### config.mk
export PLATFORM = sky130hd
export DESIGN_NAME = seq_logic_unit
export DESIGN_NICKNAME = d
export VERILOG_FILES = /design/src/rtl/seq_logic_unit.sv
export SDC_FILE = /design/constraint.sdc
export NUM_CORES = 1
export LEC_CHECK = 0
export ABC_AREA = 1
export CAP_MARGIN = 0
export CELL_PAD_IN_SITES_DETAIL_PLACEMENT = 1
export CELL_PAD_IN_SITES_GLOBAL_PLACEMENT = 2
export CORE_AREA = 4 4 160 162
export CTS_CLUSTER_SIZE = 12
export DETAILED_ROUTE_END_ITERATION = 16
export DIE_AREA = 0 0 164 166
export GPL_ROUTABILITY_DRIVEN = 0
export GPL_TIMING_DRIVEN = 1
export PLACE_DENSITY = 0.81
export SETUP_SLACK_MARGIN = 0.4
export SYNTH_ARGS = -nofsm -noshare
export SYNTH_HDL_FRONTEND = slang
export SYNTH_SLANG_ARGS = --single-unit
### constraint.sdc
create_clock -name clk -period 4.5 [get_ports clk]
set_clock_uncertainty 0.1 [all_clocks]
set_input_delay 0.9 -clock clk [delete_from_list [all_inputs] [get_ports clk]]
set_output_delay 0.9 -clock clk [all_outputs]
set_load 0.01 [all_outputs]
### src/rtl/seq_logic_unit.sv
// Multi-cycle bitwise logic unit: AND/OR/XOR/NOR of two operands, one SLICE-bit
// slice per clock, behind a start/busy/done handshake.
module seq_logic_unit #(
  parameter int WIDTH = 32,
  parameter int SLICE = 8
) (
  input  logic             clk,
  input  logic             reset,
  input  logic             start,
  input  logic [1:0]       op,
  input  logic [WIDTH-1:0] in0,
  input  logic [WIDTH-1:0] in1,
  output logic             busy,
  output logic             done,
  output logic [WIDTH-1:0] out,
  output logic             zero
);

  localparam int NSLICE = WIDTH / SLICE;
  localparam int CW     = (NSLICE > 1) ? $clog2(NSLICE) : 1;
  localparam int IW     = (WIDTH > 1) ? $clog2(WIDTH) : 1;
  localparam logic [CW-1:0] LAST = CW'(NSLICE - 1);

  localparam logic [1:0] S_IDLE = 2'd0;
  localparam logic [1:0] S_RUN  = 2'd1;
  localparam logic [1:0] S_DONE = 2'd2;

  generate
    if ((WIDTH % SLICE) != 0) begin : g_bad_slice
      $error("seq_logic_unit: WIDTH must be a multiple of SLICE");
    end
  endgenerate

  logic [1:0]       state_q, state_d;
  logic [CW-1:0]    cnt_q, cnt_d;
  logic [1:0]       op_q, op_d;
  logic [WIDTH-1:0] opa_q, opa_d;
  logic [WIDTH-1:0] opb_q, opb_d;
  logic [WIDTH-1:0] acc_q, acc_d;
  logic [WIDTH-1:0] out_q, out_d;
  logic             zero_q, zero_d;
  logic [IW-1:0]    base;

  function automatic logic [SLICE-1:0] slice_f(input logic [1:0]       o,
                                               input logic [SLICE-1:0] a,
                                               input logic [SLICE-1:0] b);
    logic [SLICE-1:0] r;
    case (o)
      2'b00:   r = a & b;
      2'b01:   r = a | b;
      2'b10:   r = a ^ b;
      default: r = ~(a | b);
    endcase
    return r;
  endfunction

  always_comb begin
    state_d = state_q;
    cnt_d   = cnt_q;
    op_d    = op_q;
    opa_d   = opa_q;
    opb_d   = opb_q;
    acc_d   = acc_q;
    out_d   = out_q;
    zero_d  = zero_q;
    base    = '0;
    case (state_q)
      S_IDLE: begin
        if (start) begin
          opa_d   = in0;
          opb_d   = in1;
          op_d    = op;
          cnt_d   = '0;
          acc_d   = '0;
          state_d = S_RUN;
        end
      end
      S_RUN: begin
        base = IW'(int'(cnt_q) * SLICE);
        acc_d[base +: SLICE] = slice_f(op_q, opa_q[base +: SLICE], opb_q[base +: SLICE]);
        cnt_d = cnt_q + 1'b1;
        // Final slice: publish the accumulator including the slice written this edge.
        if (cnt_q == LAST) begin
          out_d   = acc_d;
          zero_d  = (acc_d == '0);
          cnt_d   = '0;
          state_d = S_DONE;
        end
      end
      S_DONE:  state_d = S_IDLE;
      default: state_d = S_IDLE;
    endcase
  end

  always_ff @(posedge clk or posedge reset) begin
    if (reset) begin
      state_q <= S_IDLE;
      cnt_q   <= '0;
      op_q    <= '0;
      opa_q   <= '0;
      opb_q   <= '0;
      acc_q   <= '0;
      out_q   <= '0;
      zero_q  <= 1'b1;
    end else begin
      state_q <= state_d;
      cnt_q   <= cnt_d;
      op_q    <= op_d;
      opa_q   <= opa_d;
      opb_q   <= opb_d;
      acc_q   <= acc_d;
      out_q   <= out_d;
      zero_q  <= zero_d;
    end
  end

  assign busy = (state_q == S_RUN);
  assign done = (state_q == S_DONE);
  assign out  = out_q;
  assign zero = zero_q;

endmodule

---- Word-level counts from Yosys, hierarchy flattened ----
Cells that the tools add are included.
word-level totals
  output and inout port bits .............. 35
  input port bits ......................... 69
  register bits after elaboration ......... 135
  logic and storage cells ................. 44
cells by class
  shift-type cells ........................ 4
  reduce and logical (&&, ||, !) cells .... 8
  equality and inequality tests ........... 7
  mux-type cells .......................... 11
  bitwise operators ....................... 4
  add/subtract/negate cells ............... 2
operators by type and width
  operator                                                number
  one-hot mux 32 bit (2 select lines)                     1
  variable part select 32 x 6 -> 8 bit                    2
  bitwise mux 32 bit                                      1
  zero test 32 bit                                        1
  2-to-1 mux 32 bit                                       1
  variable shift 8 x 7 -> 32 bit (first input constant)   1
  variable part select 8 x 7 -> 32 bit                    1
  one-hot mux 8 bit (3 select lines)                      1
  bitwise AND 8 bit                                       1
  2-to-1 mux 2 bit                                        4
  2-to-1 mux 8 bit                                        1
  inverter 8 bit                                          1
  OR 8 bit                                                1
  one-hot mux 2 bit (2 select lines)                      2
  AND reduction 2 bit                                     4
  XOR 8 bit                                               1
  negator 5 -> 7 bit                                      1
  equality test 2 bit (second input constant)             3
  equality test 2 x 1 -> 1 bit (second input constant)    2
  zero test 2 bit                                         2
  adder 2 x 1 -> 2 bit (second input constant)            1
  inequality test 2 x 1 -> 1 bit (second input constant)  1
  inequality test 2 bit (second input constant)           1
  nonzero test 2 bit                                      1

---- Longest topological paths before layout ----
Gate-level depths: netlist (run 1).
  depth in word-level cells ............... 8
  gate-level depth with buffers ........... 20
  mapped depth without buffers ............ 18

---- Least setup slack after synthesis (run 1) ----
Ideal clock, no wire load.
  path kind ............................... flip-flop to flip-flop
  from .................................... register cnt_q[0]
  to ...................................... register zero_q (netlist: zero)
  clock period less this slack ............ 2.650 ns
  required time ........................... 4.340 ns
  data arrival time ....................... 2.490 ns
  setup time .............................. 0.060 ns
  cell stages (with the launch flop) ...... 19
  path buffers ............................ 3
  setup slack ............................. 1.850 ns
  path through ............................ dfrtp_1 > buf_4 > buf_2 > buf_1 > a21oi_1 > a32oi_1 > inv_1 > ha_1 > o21ai_0 > nand3_2 > nand3_1 > nand2_2 > nor2_1 > nand2_1 > nor2_1 > nand2_1 > nor2_1 > nand3_1 > nand2_1
between the ends
  cells in the longest elaborated chain, start to end .. 8
  elaborated cells on any way between the ends .. 15
  those cells by class .................... 1 x add/sub; 1 x eq/ne; 4 x shift; 3 x mux; 4 x bitwise; 2 x reduce/logical
RTL lines
  item                                  line    source
  start, declared                       35      logic [CW-1:0] cnt_q, cnt_d;
  start signal, assigned                107     cnt_q <= cnt_d;
  variable part select 32 x 6 -> 8 bit  80      acc_d[base +: SLICE] = slice_f(op_q, opa_q[base +: SLICE], opb_q[base +: SLICE]);
  OR 8 bit                              50, 52
  inverter 8 bit                        52      default: r = ~(a | b);
  one-hot mux 8 bit (3 select lines)    48      case (o)
  2-to-1 mux 8 bit                      67      case (state_q)
  variable part select 8 x 7 -> 32 bit  80
  bitwise mux 32 bit                    80
  zero test 32 bit                      85      zero_d = (acc_d == '0);
  end signal, assigned                  113     zero_q <= zero_d;
  end, declared                         41      logic zero_q, zero_d;
Several ways; a longest one is shown, not always the timed one. The select of a mux whose other input is x is not followed.
A chain may end at the register's enable or synchronous reset.

---- Final worst setup path (run 1) ----
Same ends and word-level chain as after synthesis.

==> results.toml, run 1 <==
[power_and_ir_drop]
power-per-cell-area_nw_per_um2 = 731
power_switching_mw = 2.71
p_leak_nw = 4.12
seq_power_share_pct = 33.4
power_frac_clock_pct = 22.7
power.share.switching_pct = 42.8
ir_drop_mv = 0.233
combinational_share_of_power_pct = 43.9
power.internal_mw = 3.62

[status]
run_status = "complete, no violations"

[routing]
routed-via-count = 5748
detailedRoute.firstIterationViolations = 352
detail_route.vias_per_cell = 4.49
avgRoutedWirePerCell_um = 15.4
postRouteAntennaNets = 0
detail_route.first_pass.iterations = 4
final_wirelength_um = 19700
drc_errors = 0

[clock_tree]
cts_root_buffer = "sky130_fd_sc_hd__clkbuf_16"
worst_skew_pair.late_latency_ns = 0.43
clock_tree.buffer_depth = 2
resized_gates_after_cts = 0
quantity_of_hold_fixing_buffers_added_after_cts = 0
post-cts-setup-buffers = 0
clk_pin_slew_worst_paths_ns = 0.06
tritoncts = "built"
cts-htree-levels = 4
cts_made_buffers = 17
cts.sink_count = 135

[synth]
synthesis.area_per_instance_sq_um = 7.86
cell_area_after_synthesis_sq_um = 6690
mappedNetlistNets = 942
synth_top_area_share_pct = 50.1
yosys-top-cells-area = "sky130_fd_sc_hd__dfrtp_1 (50%), sky130_fd_sc_hd__nand2_1 (20%), sky130_fd_sc_hd__o21ai_0 (5.2%), sky130_fd_sc_hd__inv_1 (4.5%), sky130_fd_sc_hd__ha_1 (4.1%)"
synth-seq-area-share_pct = 50.5
yosysTopAreaCell = "sky130_fd_sc_hd__dfrtp_1"
postSynthCellCount = 851
postSynth.asyncResetShare_pct = 100
number_of_enable_flip_flop_cells_after_synthesis = 0
ys_seq_elements = 135
synth_warnings = 0
netlist-cell-type-count = 33
top_ff_cell_synth = "sky130_fd_sc_hd__dfrtp_1"

[critical_path]
critPathMaxFanout = 28
worst_ep_required_time_ns = 4.76
critical_path.startpoint_type = "register"
critical_path.reg2reg.endpoint = "zero"
critical_path.endpoint_type = "register"
timing.rr.start = "cnt_q[0]"
worst_reg_to_reg_cells = 16
reg2reg_slack_ns = 1.27
critical_path_arrival_ns = 3.50
critical_path_class = "reg2reg"

[timing]
hold-worst-slack_ns = 0.369
report.final.hold_viol_count = 0
final_max_slew_viol_count = 0
finalSetupViolCount = 0
finalWorstPathRequiredPeriod_ns = 3.23
worstMarginPinSlew_ns = 0.724
grt_setup_unrepaired = "false"
setup_total_negative_slack_ns = 0
max_freq_mhz = 309
period_utilisation_layout_pct = 71.8
timing.slew.headroom_pct = 51.6

[cells_and_area]
final-instance-count-excl-fill = 1279
layout.cells.most_common_list = "sky130_fd_sc_hd__nand2_1 (359), sky130_fd_sc_hd__dfrtp_1 (133), sky130_fd_sc_hd__clkdlybuf4s50_1 (103)"
mostFrequentLayoutCell = "sky130_fd_sc_hd__nand2_1"
layout-drive-gt1-share_pct = 6.60
areaGrowthSynthToFinish_pct = 29.5
antenna_cells = 0
finalNetCount = 1035

[grt]
antenna_found_initial = 0
overflow = 0
wire_length_of_the_first_global_routing_pass_um = 32500
grt_start_max_net_pins = 76
number_of_global_route_vias_before_repair = 6104
grt_util_overall_pct = 15.1

[place]
detailedPlacementHpwl_um = 14500
buffer_ports.inserted = 103
placed_cells = 1249

[die]
row_count = 57
core_region_area_sq_um = 24100
die_height_um = 166
dieWidth_um = 164
top_level_ports = 104
initial_core_util_pct = 27.8
design.die.area_sq_um = 27200

[flow_run]
maxCapViolCount = 0

[min_path]
hp-class = "reg2reg"
min_path_cells = 2
hold_path_startpoint = "opa_q[26]"
hold-path-endpoint = "opa_q[26]"
[cell usage after synthesis (2+ instances only)]
cell type,count
sky130_fd_sc_hd__nand2_2,3
sky130_fd_sc_hd__nand4_1,16
sky130_fd_sc_hd__o21ai_0,70
sky130_fd_sc_hd__nand3_1,19
sky130_fd_sc_hd__buf_4,2
sky130_fd_sc_hd__o21ai_1,5
sky130_fd_sc_hd__buf_2,11
sky130_fd_sc_hd__a21oi_1,17
sky130_fd_sc_hd__nor2_2,2
sky130_fd_sc_hd__a32oi_1,16
sky130_fd_sc_hd__ha_1,22
sky130_fd_sc_hd__clkbuf_1,17
sky130_fd_sc_hd__clkinv_1,2
sky130_fd_sc_hd__o22ai_1,6
sky130_fd_sc_hd__buf_6,2
sky130_fd_sc_hd__nand2_1,359
sky130_fd_sc_hd__buf_1,8
sky130_fd_sc_hd__inv_1,80
sky130_fd_sc_hd__inv_2,2
sky130_fd_sc_hd__a22o_1,5
sky130_fd_sc_hd__nand3_2,6
sky130_fd_sc_hd__dfrtp_1,134
sky130_fd_sc_hd__nor2_1,37
[stage by stage]
stage	total power [mW]	area (sq um)	setup WS [ns]	util (%)
after floorplan	3.93	6690	1.82	-
after global placement	4.91	8060	1.29	33.4
after detailed placement	4.97	8060	1.23	33.4
after CTS	6.44	8660	1.21	35.9
after global routing	6.96	8660	0.947	35.9
final	6.33	8660	1.27	35.9
[cell type report]
type | count | area [sq um]
Tap cell | 324 | 405
Fill cell | 2932 | 15400
Clock inverter | 11 | 149
Timing Repair Buffer | 114 | 1140
Clock buffer | 19 | 453
Sequential cell | 135 | 3380
Multi-Input combinational cell | 591 | 2810
Inverter | 85 | 324
[per-layer routing]
| layer | vias to the layer above | wire (um) | global-route usage, % |
|---|---|---|---|
| li1 | 2888 | - | - |
| met1 | 2716 | 9430 | 20.4 |
| met2 | 110 | 9130 | 24.0 |
| met3 | 34 | 657 | 3.30 |
| met4 | 0 | 486 | 4.81 |
| met5 | - | 0 | 0 |
[power groups by stage]
stage               logic, mW  clock network [mW]  registers, mW
floorplan                1.93                   0           2.00
global placement         2.78                   0           2.13
detailed placement       2.83                   0           2.14
CTS                      2.85                1.47           2.12
global route             3.24                1.52           2.19
finish                   2.78                1.44           2.12
[cell families (layout without fill, tap and decap cells)]
logic type               count (synthesis)  in the layout  share of synthesized area, %
AND/OR/NAND/NOR                        445            445                          27.0
buffers and inverters                  125            229                          7.57
flip-flops                             135            135                          50.5
adder cells (fa/ha/maj)                 22             22                          4.11
AO/OA/AOI/OAI                          124            124                          10.8
[worst max path at each step]
stage | from | endpoint | slack, ns | cells after the start
2_1_floorplan | reset | acc_q[0] | 1.82 | 1
3_3_place_gp | cnt_q[0] | zero | 1.29 | 16
3_5_place_dp | cnt_q[0] | zero | 1.23 | 16
4_1_cts | cnt_q[0] | zero | 1.21 | 16
5_1_grt | cnt_q[0] | zero | 0.95 | 16
6_report | cnt_q[0] | zero | 1.27 | 16
[flip-flops by register name, indices dropped and copies added, names as in the netlist]
name and flops:
acc_q 32, opa_q 32, opb_q 32, out 32, cnt_q 2, op_q 2
state_q 2, zero 1
[critical path: stages, from the launching register on]
cell	delay, ns
sky130_fd_sc_hd__dfrtp_2	0.57
sky130_fd_sc_hd__inv_2	0.44
sky130_fd_sc_hd__nand2_1	0.10
sky130_fd_sc_hd__a32oi_1	0.38
sky130_fd_sc_hd__inv_1	0.09
sky130_fd_sc_hd__ha_1	0.30
sky130_fd_sc_hd__o21ai_0	0.20
sky130_fd_sc_hd__nand3_2	0.12
sky130_fd_sc_hd__nand3_1	0.15
sky130_fd_sc_hd__nand2_2	0.09
sky130_fd_sc_hd__nor2_1	0.12
sky130_fd_sc_hd__nand2_1	0.06
sky130_fd_sc_hd__nor2_1	0.09
sky130_fd_sc_hd__nand2_1	0.06
sky130_fd_sc_hd__nor2_1	0.14
sky130_fd_sc_hd__nand3_1	0.09
sky130_fd_sc_hd__nand2_1	0.07
Note: power is estimated with default switching activity, not from simulation.
==> run 2, diff against run 1 <==
==> constraint.sdc (replaced) <==
create_clock -name clk -period 2.8 [get_ports clk]
set_clock_uncertainty 0.1 [all_clocks]
set_input_delay 0.56 -clock clk [delete_from_list [all_inputs] [get_ports clk]]
set_output_delay 0.56 -clock clk [all_outputs]
set_load 0.01 [all_outputs]
==> results.toml, run 2 (synthesis gave the netlist of run 1 again) <==
[status]
run_status = "complete, no violations"

[critical_path]
cell_by_cell_listing_of_the_critical_path = "inv_4 -> buf_12 -> buf_8 -> buf_6 -> nand2_2 -> a32oi_2 -> inv_2 -> ha_4 -> o21ai_2 -> nand3_2 -> nand3_2 -> nand2_2 -> nor2_1 -> nand2_1 -> nor2_1 -> nand2_1 -> nor2_2 -> nand3_1 -> nand2_1"
slowest_stage = "sky130_fd_sc_hd__dfrtp_2"
critical_path_class = "reg2reg"
critical_path.endpoint_type = "register"
worst_reg_to_reg_cells = 19
critical_path.startpoint = "cnt_q[0]"
critPathMaxFanout = 8
critical_path_arrival_ns = 2.98
critical_path.startpoint_type = "register"
timing.rr.start = "cnt_q[0]"
worst_ep_required_time_ns = 3.07
cp_slowest_stage_delay_ns = 0.47
reg2reg_slack_ns = 0.09
critical-path-top-delay-family = "simple AND/OR/NAND/NOR gates"
most_common_cell_type_on_the_critical_path = "sky130_fd_sc_hd__nand2_1"
critical_path.reg2reg.endpoint = "zero"
cp_num_buf_inv = 5

[grt]
grt_util_overall_pct = 15.8
number_of_global_route_vias_before_repair = 6506
antenna_found_initial = 0
grt_start_max_net_pins = 73
overflow = 0
wire_length_of_the_first_global_routing_pass_um = 34400

[clock_tree]
tritoncts = "built"
clk_pin_slew_worst_paths_ns = 0.06
cts.sink_count = 135
worst_skew_pair.late_latency_ns = 0.43
cts_made_buffers = 17
cts-htree-levels = 4
cts_root_buffer = "sky130_fd_sc_hd__clkbuf_16"
clock_tree.buffer_depth = 2

[place]
detailedPlacementHpwl_um = 14700
buffer_ports.inserted = 103
placed_area_sq_um = 8250

[power_and_ir_drop]
p_leak_nw = 4.48
power-per-cell-area_nw_per_um2 = 1260
ir_drop_mv = 0.542

[die]
top_level_ports = 104
design.die.area_sq_um = 27200
dieWidth_um = 164
core_region_area_sq_um = 24100
initial_core_util_pct = 27.8
die_height_um = 166
row_count = 57

[routing]
detailedRoute.firstIterationViolations = 373
avgRoutedWirePerCell_um = 16.3
postRouteAntennaNets = 0
detail_route.first_pass.iterations = 4
detail_route.vias_per_cell = 4.58
drc_errors = 0
final_wirelength_um = 21600
routed-via-count = 6075

[timing]
period_utilisation_layout_pct = 96.7
finalSetupViolCount = 0
grt_setup_unrepaired = "true"
max_freq_mhz = 369
hold-worst-slack_ns = 0.371
report.final.hold_viol_count = 0
final_max_slew_viol_count = 0
timing.slew.headroom_pct = 49.2
worstMarginPinSlew_ns = 0.759
finalWorstPathRequiredPeriod_ns = 2.71

[min_path]
hp-class = "reg2reg"
min_path_cells = 2
hold_path_startpoint = "opa_q[6]"
hold-path-endpoint = "opa_q[6]"

[cells_and_area]
layout-drive-gt1-share_pct = 21.8
mostFrequentLayoutCell = "sky130_fd_sc_hd__nand2_1"
final_cell_area_sq_um = 9630
layout.cells.most_common_list = "sky130_fd_sc_hd__nand2_1 (341), sky130_fd_sc_hd__dfrtp_1 (133), sky130_fd_sc_hd__clkdlybuf4s50_1 (102)"
antenna_cells = 0
finalNetCount = 1080
areaGrowthSynthToFinish_pct = 43.9

[flow_run]
maxCapViolCount = 0
## run 2: final cells by class
type / count / area, sq um
Fill cell: 2912 / 14500
Sequential cell: 135 / 3380
Multi-Input combinational cell: 591 / 3300
Timing Repair Buffer: 159 / 1640
Clock buffer: 20 / 457
Tap cell: 324 / 405
Inverter: 85 / 338
Clock inverter: 12 / 103
## run 2: routing by layer
layer | wire length [um] | global-route usage (%)
met3 | 762 | 2.88
met4 | 367 | 4.41
met2 | 10800 | 26.7
met1 | 9690 | 20.7
met5 | 0 | 0
## run 2: worst max path at each step
stage	end	cells past startpoint	slack [ns]
floorplan	zero	19	0.39
global placement	zero	17	0.05
detailed placement	zero	17	0.08
CTS	zero	19	0.17
global route	zero	18	-0.04
finish	zero	19	0.09
## run 2: stage by stage
stage | util, % | cells | worst slack [ns] | setup TNS, ns | power [mW]
floorplan | - | 851 | 0.392 | 0 | 6.40
global placement | 34.2 | 1264 | 0.0537 | 0 | 8.22
detailed placement | 34.2 | 1264 | 0.0804 | 0 | 8.35
CTS | 38.5 | 1317 | 0.169 | 0 | 11.5
global route | 39.9 | 1326 | -0.0410 | -0.0410 | 13.1
finish | 39.9 | 1326 | 0.0935 | 0 | 12.2
## run 2: worst reg2reg max path, cell delays in order, from the launching register on
cell,delay (ns)
sky130_fd_sc_hd__dfrtp_2,0.47
sky130_fd_sc_hd__inv_4,0.11
sky130_fd_sc_hd__buf_12,0.14
sky130_fd_sc_hd__buf_8,0.14
sky130_fd_sc_hd__buf_6,0.10
sky130_fd_sc_hd__nand2_2,0.04
sky130_fd_sc_hd__a32oi_2,0.18
sky130_fd_sc_hd__inv_2,0.08
sky130_fd_sc_hd__ha_4,0.25
sky130_fd_sc_hd__o21ai_2,0.16
sky130_fd_sc_hd__nand3_2,0.14
sky130_fd_sc_hd__nand3_2,0.09
sky130_fd_sc_hd__nand2_2,0.06
sky130_fd_sc_hd__nor2_1,0.12
sky130_fd_sc_hd__nand2_1,0.07
sky130_fd_sc_hd__nor2_1,0.11
sky130_fd_sc_hd__nand2_1,0.07
sky130_fd_sc_hd__nor2_2,0.09
sky130_fd_sc_hd__nand3_1,0.07
sky130_fd_sc_hd__nand2_1,0.06
## run 2: where the power goes
group | internal (mW) | total, mW | switching [mW]
clock | 1.26 | 2.15 | 0.884
sequential | 2.78 | 3.36 | 0.579
combinational | 2.77 | 6.66 | 3.89
## run 2: timing repair
item | CTS | global route
hold endpoints to repair | 0 | 0
hold buffers | 0 | 0
buffers inserted | 19 | 9
endpoints found under the setup margin | 36 | 59
resized for setup | 89 | 91
gates cloned | 2 | 0
pin swaps | 55 | 37
==> run 3, diff against run 2 <==
--- a/config.mk
+++ b/config.mk
@@ -9,14 +9,16 @@
 export CAP_MARGIN = 0
 export CELL_PAD_IN_SITES_DETAIL_PLACEMENT = 1
 export CELL_PAD_IN_SITES_GLOBAL_PLACEMENT = 2
-export CORE_AREA = 4 4 160 162
+export CORE_AREA = 4 4 144 146
+export CTS_BUF_LIST = sky130_fd_sc_hd__clkbuf_8
 export CTS_CLUSTER_SIZE = 12
 export DETAILED_ROUTE_END_ITERATION = 16
-export DIE_AREA = 0 0 164 166
+export DIE_AREA = 0 0 148 150
 export GPL_ROUTABILITY_DRIVEN = 0
 export GPL_TIMING_DRIVEN = 1
-export PLACE_DENSITY = 0.81
+export PLACE_DENSITY = 0.92
 export SETUP_SLACK_MARGIN = 0.4
 export SYNTH_ARGS = -nofsm -noshare
 export SYNTH_HDL_FRONTEND = slang
 export SYNTH_SLANG_ARGS = --single-unit
+export TNS_END_PERCENT = 50
==> constraint.sdc (replaced) <==
create_clock -name clk -period 3.3 [get_ports clk]
set_clock_uncertainty 0.1 [all_clocks]
set_input_delay 0.66 -clock clk [delete_from_list [all_inputs] [get_ports clk]]
set_output_delay 0.66 -clock clk [all_outputs]
set_load 0.01 [all_outputs]
==> results.toml, run 3 (synthesis gave the netlist of run 1 again) <==
[timing]
finalSetupViolCount = 0
timing.slew.headroom_pct = 57.8
final_max_slew_viol_count = 0
grt_setup_unrepaired = "true"
finalWorstPathRequiredPeriod_ns = 2.77
worstMarginPinSlew_ns = 0.632
setup_total_negative_slack_ns = 0
period_utilisation_layout_pct = 83.9
hold-worst-slack_ns = 0.378
max_freq_mhz = 361
report.final.hold_viol_count = 0

[grt]
grt_start_max_net_pins = 65
grt_util_overall_pct = 17.9
overflow = 0
antenna_found_initial = 0
wire_length_of_the_first_global_routing_pass_um = 31700
number_of_global_route_vias_before_repair = 6180

[cells_and_area]
final-instance-count-excl-fill = 1225
fillerInstances = 2414
layout.cells.most_common_list = "sky130_fd_sc_hd__nand2_1 (359), sky130_fd_sc_hd__dfrtp_1 (133), sky130_fd_sc_hd__clkdlybuf4s50_1 (103)"
mostFrequentLayoutCell = "sky130_fd_sc_hd__nand2_1"
finalNetCount = 1040
layout-drive-gt1-share_pct = 8.85
area_of_combinational_cells_with_multiple_inputs_sq_um = 2920
antenna_cells = 0
sequential_cell_area_sq_um = 3380
areaGrowthSynthToFinish_pct = 28.0

[routing]
detail_route.first_pass.iterations = 4
detailedRoute.firstIterationViolations = 256
final_wirelength_um = 19300
drc_errors = 0
routed-via-count = 5861
detail_route.vias_per_cell = 4.78
postRouteAntennaNets = 0
avgRoutedWirePerCell_um = 15.7

[die]
dieWidth_um = 148
design.die.area_sq_um = 22200
die_height_um = 150
core_region_area_sq_um = 19400
row_count = 51
initial_core_util_pct = 34.5
top_level_ports = 104

[critical_path]
critical_path.reg2reg.endpoint = "zero"
critical_path.startpoint_type = "register"
critPathMaxFanout = 20
critical_path_class = "reg2reg"
timing.rr.start = "cnt_q[0]"
critical_path_arrival_ns = 3.06
critical_path.endpoint_type = "register"
worst_ep_required_time_ns = 3.59
worst_reg_to_reg_cells = 17
reg2reg_slack_ns = 0.53

[place]
detailedPlacementHpwl_um = 14000
buffer_ports.inserted = 103
placed_cells = 1192

[clock_tree]
clock_tree.buffer_depth = 2
cts.sink_count = 135
cts_made_buffers = 17
cts_root_buffer = "sky130_fd_sc_hd__clkbuf_8"
cts-htree-levels = 4
tritoncts = "built"
worst_skew_pair.late_latency_ns = 0.44
clk_pin_slew_worst_paths_ns = 0.08
quantity_of_hold_fixing_buffers_added_after_cts = 0

[power_and_ir_drop]
power.internal_mw = 4.56
combinational_share_of_power_pct = 50.3
power_switching_mw = 3.76
ir_drop_mv = 0.375
power_mw = 8.32
power-per-cell-area_nw_per_um2 = 971
power_frac_clock_pct = 15.3
power.share.switching_pct = 45.2
seq_power_share_pct = 34.4
p_leak_nw = 4.09

[min_path]
hold-path-endpoint = "opb_q[12]"
hold_path_startpoint = "opb_q[12]"
min_path_cells = 2
hp-class = "reg2reg"

[flow_run]
maxCapViolCount = 0

[status]
run_status = "complete, no violations"
-- run 3: cell count changes in the layout (fill, tap and decap cells not counted), sizes merged --
cell           before  now
clkdlybuf4s50     102  103
dlygate4sd2         1    0
clkbuf             20   22
clkinv             12    7
buf                56   14
inv                82   83
clkinvlp            2    4
-- run 3: power by group through the flow --
stage / combinational, mW / clock [mW] / sequential, mW
2_1_floorplan: 2.63 / 0 / 2.73
3_3_place_gp: 3.77 / 0 / 2.84
3_5_place_dp: 3.90 / 0 / 2.87
4_1_cts: 3.97 / 1.31 / 2.85
5_1_grt: 4.79 / 1.38 / 2.94
6_report: 4.18 / 1.27 / 2.86
-- run 3: final cells by class --
cell class / count / share of cell area [%]
clock inverters: 10 / 0.949
multi-input cells: 591 / 34.0
inverters: 85 / 3.87
repair buffers: 119 / 14.6
well taps: 265 / 3.87
clock buffers: 20 / 3.21
flip-flops and latches: 135 / 39.5
-- run 3: critical path: stages, from the launching register on --
cell	delay [ns]
sky130_fd_sc_hd__dfrtp_2	0.51
sky130_fd_sc_hd__buf_12	0.19
sky130_fd_sc_hd__nor2_1	0.10
sky130_fd_sc_hd__inv_1	0.04
sky130_fd_sc_hd__a32oi_1	0.30
sky130_fd_sc_hd__inv_1	0.08
sky130_fd_sc_hd__ha_1	0.29
sky130_fd_sc_hd__o21ai_2	0.15
sky130_fd_sc_hd__nand3_2	0.11
sky130_fd_sc_hd__nand3_1	0.12
sky130_fd_sc_hd__nand2_2	0.08
sky130_fd_sc_hd__nor2_1	0.09
sky130_fd_sc_hd__nand2_1	0.07
sky130_fd_sc_hd__nor2_2	0.11
sky130_fd_sc_hd__nand2_1	0.07
sky130_fd_sc_hd__nor2_1	0.14
sky130_fd_sc_hd__nand3_1	0.09
sky130_fd_sc_hd__nand2_1	0.07
-- run 3: worst max path at each step --
| stage | from | cells after the start | end |
|---|---|---|---|
| final | cnt_q[0] | 17 | zero |
| after global routing | cnt_q[0] | 17 | zero |
| after CTS | cnt_q[0] | 16 | zero |
| after detailed placement | cnt_q[0] | 16 | zero |
| after global placement | cnt_q[0] | 16 | zero |
| after floorplan | cnt_q[0] | 18 | zero |
-- run 3: per-stage QoR --
step / area (sq um) / worst slack, ns / util, %
6_report: 8570 / 0.530 / 44.2
5_1_grt: 8570 / 0.346 / 44.2
4_1_cts: 8400 / 0.403 / 43.3
3_5_place_dp: 8010 / 0.300 / 41.3
3_3_place_gp: 8010 / 0.405 / 41.3
2_1_floorplan: 6690 / 0.650 / -
-- run 3: per-layer routing --
metal	track usage, %	vias to the layer above	part of all wire (%)
li1	-	2894	-
met1	22.4	2827	45
met2	31.1	114	49
met3	3.42	26	3.5
met4	5.87	0	2.3
met5	0	-	0
-- run 3: timing repair --
item	in CTS	in global routing
setup buffers	0	1
gates resized for setup	6	30
pin swaps	0	7
setup endpoints to repair	1	9
cloned	0	2
